<file path="src/rtl/operand_stack.sv">
// operand_stack: LIFO operand store (DEPTH x N) with push/pop/init/swap, occupancy and sticky err.
// Latency: 1 cycle from command sample to q/q1/count/flags; reads are combinational from state.
// Backpressure: none; a push when full or a pop when empty is dropped and sets err.
// Optional feature: define OPERAND_STACK_SWAP_EN to decode the swap command.
module operand_stack #(
    parameter int              N         = 8,
    parameter int              DEPTH     = 4,
    parameter logic [N-1:0]    RESET_VAL = 1
) (
    input  logic                         clk,
    input  logic                         rst,
    input  logic [N-1:0]                 D,
    input  logic                         init,
    input  logic                         push,
    input  logic                         pop,
    input  logic                         swap,
    input  logic                         clr_err,
    output logic [N-1:0]                 q,
    output logic [N-1:0]                 q1,
    output logic [$clog2(DEPTH+1)-1:0]   count,
    output logic                         empty,
    output logic                         full,
    output logic                         err
);

    localparam int CW = $clog2(DEPTH + 1);
    localparam int AW = $clog2(DEPTH);

    // Pointer-based storage: entry[cnt-1] is the top, slots above it are stale.
    logic [N-1:0]  mem [DEPTH];
    logic [CW-1:0] cnt;
    logic          err_r;

    logic [AW-1:0] top_idx;
    logic [AW-1:0] sec_idx;
    logic [AW-1:0] new_idx;
    logic          is_empty;
    logic          is_full;
    logic          has_two;

    logic          wr_en;
    logic [AW-1:0] wr_idx;
    logic [CW-1:0] cnt_nxt;
    logic          fail;
    logic          do_swap;

    assign is_empty = (cnt == '0);
    assign is_full  = (cnt == CW'(DEPTH));
    assign has_two  = (cnt >= CW'(2));
    assign top_idx  = AW'(cnt - CW'(1));
    assign sec_idx  = AW'(cnt - CW'(2));
    assign new_idx  = AW'(cnt);

`ifndef OPERAND_STACK_SWAP_EN
    // Swap is accepted on the port but has no effect in this build.
    logic unused_swap;
    assign unused_swap = swap;
`endif

    // Command decode with priority init > push > pop > swap.
    always_comb begin
        wr_en   = 1'b0;
        wr_idx  = new_idx;
        cnt_nxt = cnt;
        fail    = 1'b0;
        do_swap = 1'b0;
        if (init) begin
            if (is_empty) begin
                // An init on an empty stack is a plain push.
                wr_en   = 1'b1;
                wr_idx  = new_idx;
                cnt_nxt = cnt + CW'(1);
            end else begin
                wr_en   = 1'b1;
                wr_idx  = top_idx;
            end
        end else if (push) begin
            if (is_full) begin
                fail    = 1'b1;
            end else begin
                wr_en   = 1'b1;
                wr_idx  = new_idx;
                cnt_nxt = cnt + CW'(1);
            end
        end else if (pop) begin
            if (is_empty) begin
                fail    = 1'b1;
            end else begin
                cnt_nxt = cnt - CW'(1);
            end
        end
`ifdef OPERAND_STACK_SWAP_EN
        else if (swap) begin
            if (has_two) begin
                do_swap = 1'b1;
            end else begin
                fail    = 1'b1;
            end
        end
`endif
    end

    // Storage, occupancy and sticky error update; reset returns every entry to RESET_VAL.
    always_ff @(posedge clk or posedge rst) begin
        if (rst) begin
            for (int i = 0; i < DEPTH; i++) begin
                mem[i] <= RESET_VAL;
            end
            cnt   <= '0;
            err_r <= 1'b0;
        end else begin
            if (wr_en) begin
                mem[wr_idx] <= D;
            end
            if (do_swap) begin
                mem[top_idx] <= mem[sec_idx];
                mem[sec_idx] <= mem[top_idx];
            end
            cnt <= cnt_nxt;
            // A failing command in the same cycle as clr_err leaves err set.
            if (fail) begin
                err_r <= 1'b1;
            end else if (clr_err) begin
                err_r <= 1'b0;
            end
        end
    end

    // Read ports hide stale slots behind RESET_VAL so popped data never reappears.
    always_comb begin
        q  = is_empty ? RESET_VAL : mem[top_idx];
        q1 = has_two  ? mem[sec_idx] : RESET_VAL;
    end

    assign count = cnt;
    assign empty = is_empty;
    assign full  = is_full;
    assign err   = err_r;

endmodule
</file>
<file path="config.mk">
export PLATFORM = sky130hd
export DESIGN_NAME = operand_stack
export DESIGN_NICKNAME = d
export VERILOG_FILES = /design/src/rtl/operand_stack.sv
export SDC_FILE = /design/constraint.sdc
export NUM_CORES = 1
export LEC_CHECK = 0
export BUFFER_PORTS_ARGS = -buffer_cell sky130_fd_sc_hd__buf_2
export CAP_MARGIN = 25
export CORE_MARGIN = 8
export CORE_UTILIZATION = 40
export CTS_CLUSTER_SIZE = 25
export DETAILED_ROUTE_END_ITERATION = 8
export HOLD_SLACK_MARGIN = 0.08
export MAX_ROUTING_LAYER = met4
export PLACE_DENSITY = 0.59
export SLEW_MARGIN = 5
export SYNTH_ARGS = -nofsm -noshare
export SYNTH_HDL_FRONTEND = slang
export SYNTH_SLANG_ARGS = --single-unit
</file>
<file path="constraint.sdc">
create_clock -name clk -period 5.8 [get_ports clk]
set_input_delay 0 -clock clk [delete_from_list [all_inputs] [get_ports clk]]
set_output_delay 0 -clock clk [all_outputs]
set_load 0.01 [all_outputs]
</file>
# [Word level (Yosys, flattened, before mapping)]
# Cells that the tools add are included.
[totals] reg_bits=36 in_bits=15 out_inout_bits=22 wordCells=55
[op_classes] n_addsub=3 magnitude_cmp=5 eq_ne=4 n_mux=29 n_bitwise=3 n_reduce_logical=5
[ops] cell="two-way mux 8 bit" n=7
[ops] cell="binary-select mux 8 bit (select 2 bit)" n=2
[ops] cell="bitwise mux 32 bit" n=1
[ops] cell="two-way mux 3 bit" n=6
[ops] cell="demux 8 bit (select 2 bit)" n=1
[ops] cell="two-way mux 1 bit" n=10
[ops] cell="greater-or-equal comparator 3 bit (second input constant)" n=3
[ops] cell="NOT 2 -> 3 bit" n=3
[ops] cell="inequality test 3 bit (second input constant)" n=2
[ops] cell="two-way mux 2 bit" n=2
[ops] cell="AND reduction 4 bit" n=1
[ops] cell="adder 3 x 1 -> 3 bit (second input constant)" n=1
[ops] cell="equality test 3 bit (second input constant)" n=1
[ops] cell="greater-or-equal comparator 3 x 2 -> 1 bit (second input constant)" n=1
[ops] cell="zero test 3 bit" n=1
[ops] cell="less-than comparator 3 x 1 -> 1 bit (second input constant)" n=1
[ops] cell="nonzero test 3 bit" n=1
[ops] cell="subtractor 3 x 1 -> 3 bit (second input constant)" n=1
[ops] cell="inequality test 2 x 1 -> 1 bit (second input constant)" n=1
[ops] cell="nonzero test 2 bit" n=1
[ops] cell="subtractor 2 bit (second input constant)" n=1
[ops] cell="logical AND 1 bit" n=1

# [Depth between registers and ports, before layout]
[depth] word_depth=9 mapped_depth=8 depth_no_buf=7

# [Worst setup path after synthesis]
# OpenSTA, ideal clock, no wires.
[synth_timing] kind="reg2reg" start="register cnt[0], in the netlist count[0]" end="register mem[10] (netlist name)" setup_ns=0.125 arrival_time_ns=2.547 t_required_ns=5.675 path_slack_ns=3.128 path_stages_with_launch=8 path_buffers=1 synth_period_minus_slack_ns=2.672 cell_sequence="dfrtp_1 > buf_2 > inv_1 > ha_1 > and2_1 > or4_4 > a211oi_4 > mux2_2"
[synth_between] word_cells_on_any_way=15 cone_classes="add/sub (1); order compare (2); eq/ne (1); mux (8); bitwise (1); reduce/logical (2)"
[synth_lines] item="start: declaration" line_no="31" source="logic [CW-1:0] cnt;"
[synth_lines] item="start signal: assignment" line_no="119" source="cnt <= cnt_nxt;"
[synth_lines] item="equality test 3 bit" line_no="48" source="assign is_full = (cnt == CW'(DEPTH));"
[synth_lines] item="via full" line_no="22" source="output logic full,"
[synth_lines] item="two-way mux 1 bit" line_no="78" source="if (is_full) begin"
[synth_lines] item="two-way mux 1 bit" line_no="77" source="end else if (push) begin"
[synth_lines] item="two-way mux 1 bit" line_no="67" source="if (init) begin"
[synth_lines] item="end signal: indexed assignment" line_no="116" source="mem[top_idx] <= mem[sec_idx];"
[synth_lines] item="end signal: indexed assignment" line_no="117" source="mem[sec_idx] <= mem[top_idx];"
[synth_lines] item="end: declaration" line_no="30" source="logic [N-1:0] mem [DEPTH];"
# The timed path passes the listed nets, and every way through them passes these cells.
# A chain may end at the register's enable or synchronous reset.

# [Worst setup path in the final report]
[layout_timing] start="register cnt[1], in the netlist count[1]" end="register mem[12] (netlist name)"
[layout_between] elab_chain_len=9 word_cells_on_any_way=15 cone_classes="add/sub (1); order compare (2); eq/ne (1); mux (8); bitwise (1); reduce/logical (2)"
[layout_lines] item="subtractor 3 x 1 -> 3 bit / zero test 3 bit (equally long branches)"
[layout_lines] item="two-way mux 2 bit" line_no="68" source="if (is_empty) begin"
[layout_lines] item="two-way mux 2 bit" line_no="67"
[layout_lines] item="NOT 2 -> 3 bit (implied by the code)" line_no="113" source="mem[wr_idx] <= D;"
[layout_lines] item="greater-or-equal comparator 3 bit (implied by the code) / less-than comparator 3 x 1 -> 1 bit (equally long branches)" line_no="113"
[layout_lines] item="logical AND 1 bit (implied by the code)" line_no="113"
[layout_lines] item="two-way mux 8 bit (implied by the code)" line_no="113"
[layout_lines] item="demux 8 bit (select 2 bit)" line_no="113"
[layout_lines] item="bitwise mux 32 bit" line_no="113"
# Several ways; a longest one is shown, not always the timed one.

==> results.yml <==
power:
  power_density_nw_per_um2: 691
  power_uw: 1770
  power_leakage_uw: 0.00111
  peakVddDrop_v: 0.000303
cts:
  clock-sinks: 36
  path_clk_slew_ns: 0.07
  clock_latency_ns: 0.28
  clockBufferDepth: 2
  post-cts-setup-buffers: 0
  clockRootBuffer: "clkbuf_8"
  cts-htree-levels: 2
  cts_buffers: 5
  cts_resized: 0
  tritoncts: "yes"
detailed_routing:
  dr.first_iter.drc_count: 49
  via_per_inst: 5.37
  post-route-drc-count: 0
  finalWirelength_mm: 4.80
  ant_nets: 0
  routedWlPerCell_um: 17.6
  dr.pass1.iters: 4
  vias: 1467
sta:
  hold_viol_final: 0
  final-setup-viol-count: 0
  fin_ws_ns: 2.40
  period_needed_ns: 3.40
  tns_ns: 0
  fin_crit_sh_pct: 58.6
  fin_skew_ns: 0.00546
  drv_slew: 0
  fmax_mhz: 294
  max_slew_margin_pct: 46.4
  tightestPinTransition_ns: 0.798
  rsz0062_at_grt: "no"
global_route:
  grt_pass1_wl_mm: 7.80
  grt-ovfl-total: 0
  antenna_found_initial: 0
  grt_pass1_vias: 1595
  grt_use_total_pct: 13.9
  grt_max_degree: 37
setup_path:
  crit_path_start_kind: "register"
  end_kind: "register"
  crit_family: "simple AND/OR/NAND/NOR gates"
  cp_max_fo: 14
  critPathBufInv: 2
  max_stage_delay_ns: 0.78
  crit_chain: "inv_1, ha_1, nand2b_1, inv_1, or3_1, a211oi_4, mux2_2"
  critPathRequiredTime_ns: 5.96
  worstSetupPathType: "register to register"
  timing.critical_path.mode_cell: "inv_1"
  crit_arrival_ns: 3.56
  cp_slowest_cell: "dfrtp_1"
yosys:
  synth.yosys.seq_area_share_pct: 43.5
  synth_compound_area_share_pct: 6.07
  yosysTopAreaCell: "dfrtp_1"
  synth_edf_count: 0
  synthesis.nets: 171
  yosys.area_share.simple_pct: 8.89
  ys_types: 33
  async_reset_ff_share_pct: 100
  yosys-top-cells-area: "dfrtp_1 (38%), mux2_2 (18%), mux4_2 (17%)"
  synth_seq_cells: 36
  synth_xor_xnor_area_share_pct: 0.841
  muxShareOfSynthArea_pct: 35.6
  avgSynthCellArea_sq_um: 13.7
  synth_fa_ha_area_share_pct: 2.40
  syn_inst: 152
  syn_area_sq_um: 2080
  yosys.area.top_type_share_pct: 38.5
  ys_warn_count: 0
  synth-main-ff-cell: "dfrtp_1"
  synth_top_family_by_area: "multiplexers"
floorplan:
  die_w_um: 88.1
  coreArea_sq_um: 5070
  die_y_um: 88.1
  die_area_sq_um: 7770
  start_util_pct: 41.0
  rows: 26
  ioPinCount: 37
placement:
  gp_congestion: 0.740
  dpl.hpwl_mm: 3.38
  pre_cts_slack_ns: 1.95
  io_buffers: 35
layout:
  num_antenna_cells: 0
  final_common_cell: "buf_2"
  fin_nets: 221
  drive_gt1_share_pct: 51.7
  syn_to_final_growth_pct: 23.1
  layout_common_cells: "buf_2 (35), mux2_2 (33), dfrtp_1 (32), mux4_2 (16), dlygate4sd3_1 (11)"
hold_path:
  hp-class: "input port to register"
job:
  cap_viol_max_count: 0
outcome:
  status: "finished, final reports clean"
flip-flops by register name, summed over array words and instances, names as in the netlist:
signal / flops
count: 3
mem: 32
err: 1
metrics by stage:
step	area, sq um	util [%]	std cells	hold slack [ns]
4_1_cts	2530	50.0	272	0.124
6_report	2560	50.5	273	0.131
5_1_grt	2560	50.5	273	0.165
2_1_floorplan	2080	-	152	0.104
3_3_place_gp	2330	46.0	253	0.125
3_5_place_dp	2330	46.0	253	0.135
logic make-up (layout without fill, tap and decap cells):
family,count (synthesis),after routing
multiplexers,50,50
flip-flops,36,36
AND/OR/NAND/NOR,31,31
AO/OA/AOI/OAI,15,15
buffers and inverters,14,65
adder cells (fa/ha/maj),4,4
XOR/XNOR,2,2
worst register-to-register path: stages (launching register included):
cell	delay (ns)
dfrtp_1	0.78
inv_1	0.21
ha_1	0.28
nand2b_1	0.40
inv_1	0.21
or3_1	0.42
a211oi_4	0.56
mux2_2	0.41
repair_timing:
action	CTS	global route
hold buffers	11	0
hold endpoints to repair	65	0
endpoints found under the setup margin	0	0
power by group:
part	total (uW)	switching, uW	internal (uW)
sequential	513	118	394
clock	180	82.7	96.8
combinational	1080	467	611
total	1770	668	1100
cells in the mapped netlist, drive strengths merged, types with 3 or more instances:
cell type,number
clkbuf,3
mux2,33
and2,8
ha,4
dfstp,4
inv,8
dfrtp,32
o21ai,3
mux4,16
a21oi,4
buf,3
nor2b,8
metal layers:
layer,wire (um),track usage (%),vias up
li1,-,-,669
met1,1960,15.2,757
met2,2550,24.1,36
met3,236,3.75,5
met4,48,4.15,0
met5,0,-,-
area by class of cell:
class / count / area (sq um)
Sequential cell: 36 / 906
Inverter: 8 / 30.0
Timing Repair Buffer: 49 / 328
Fill cell: 482 / 2510
Multi-Input combinational cell: 102 / 1120
Tap cell: 70 / 87.6
Clock buffer: 8 / 90.1
path summary, 6_finish.rpt:
path | depth (start not counted) | slack (ns) | endpoint | startpoint
worst max-delay path | 7 | 2.40 | mem[12]$_DFFE_PP0P_ | count[1]$_DFFE_PP0P_
worst min-delay path | 3 | 0.13 | count[2]$_DFFE_PP0P_ | init
worst max register to register | 7 | 2.40 | mem[12]$_DFFE_PP0P_ | count[1]$_DFFE_PP0P_
worst min register to register | 1 | 0.53 | mem[29]$_DFFE_PP0P_ | mem[29]$_DFFE_PP0P_
max in group asynchronous | 4 | 5.07 | mem[0]$_DFFE_PP1P_ | rst
min in group asynchronous | 4 | 0.36 | err$_DFFE_PP0P_ | rst
Power figures use the tool's default switching activity.
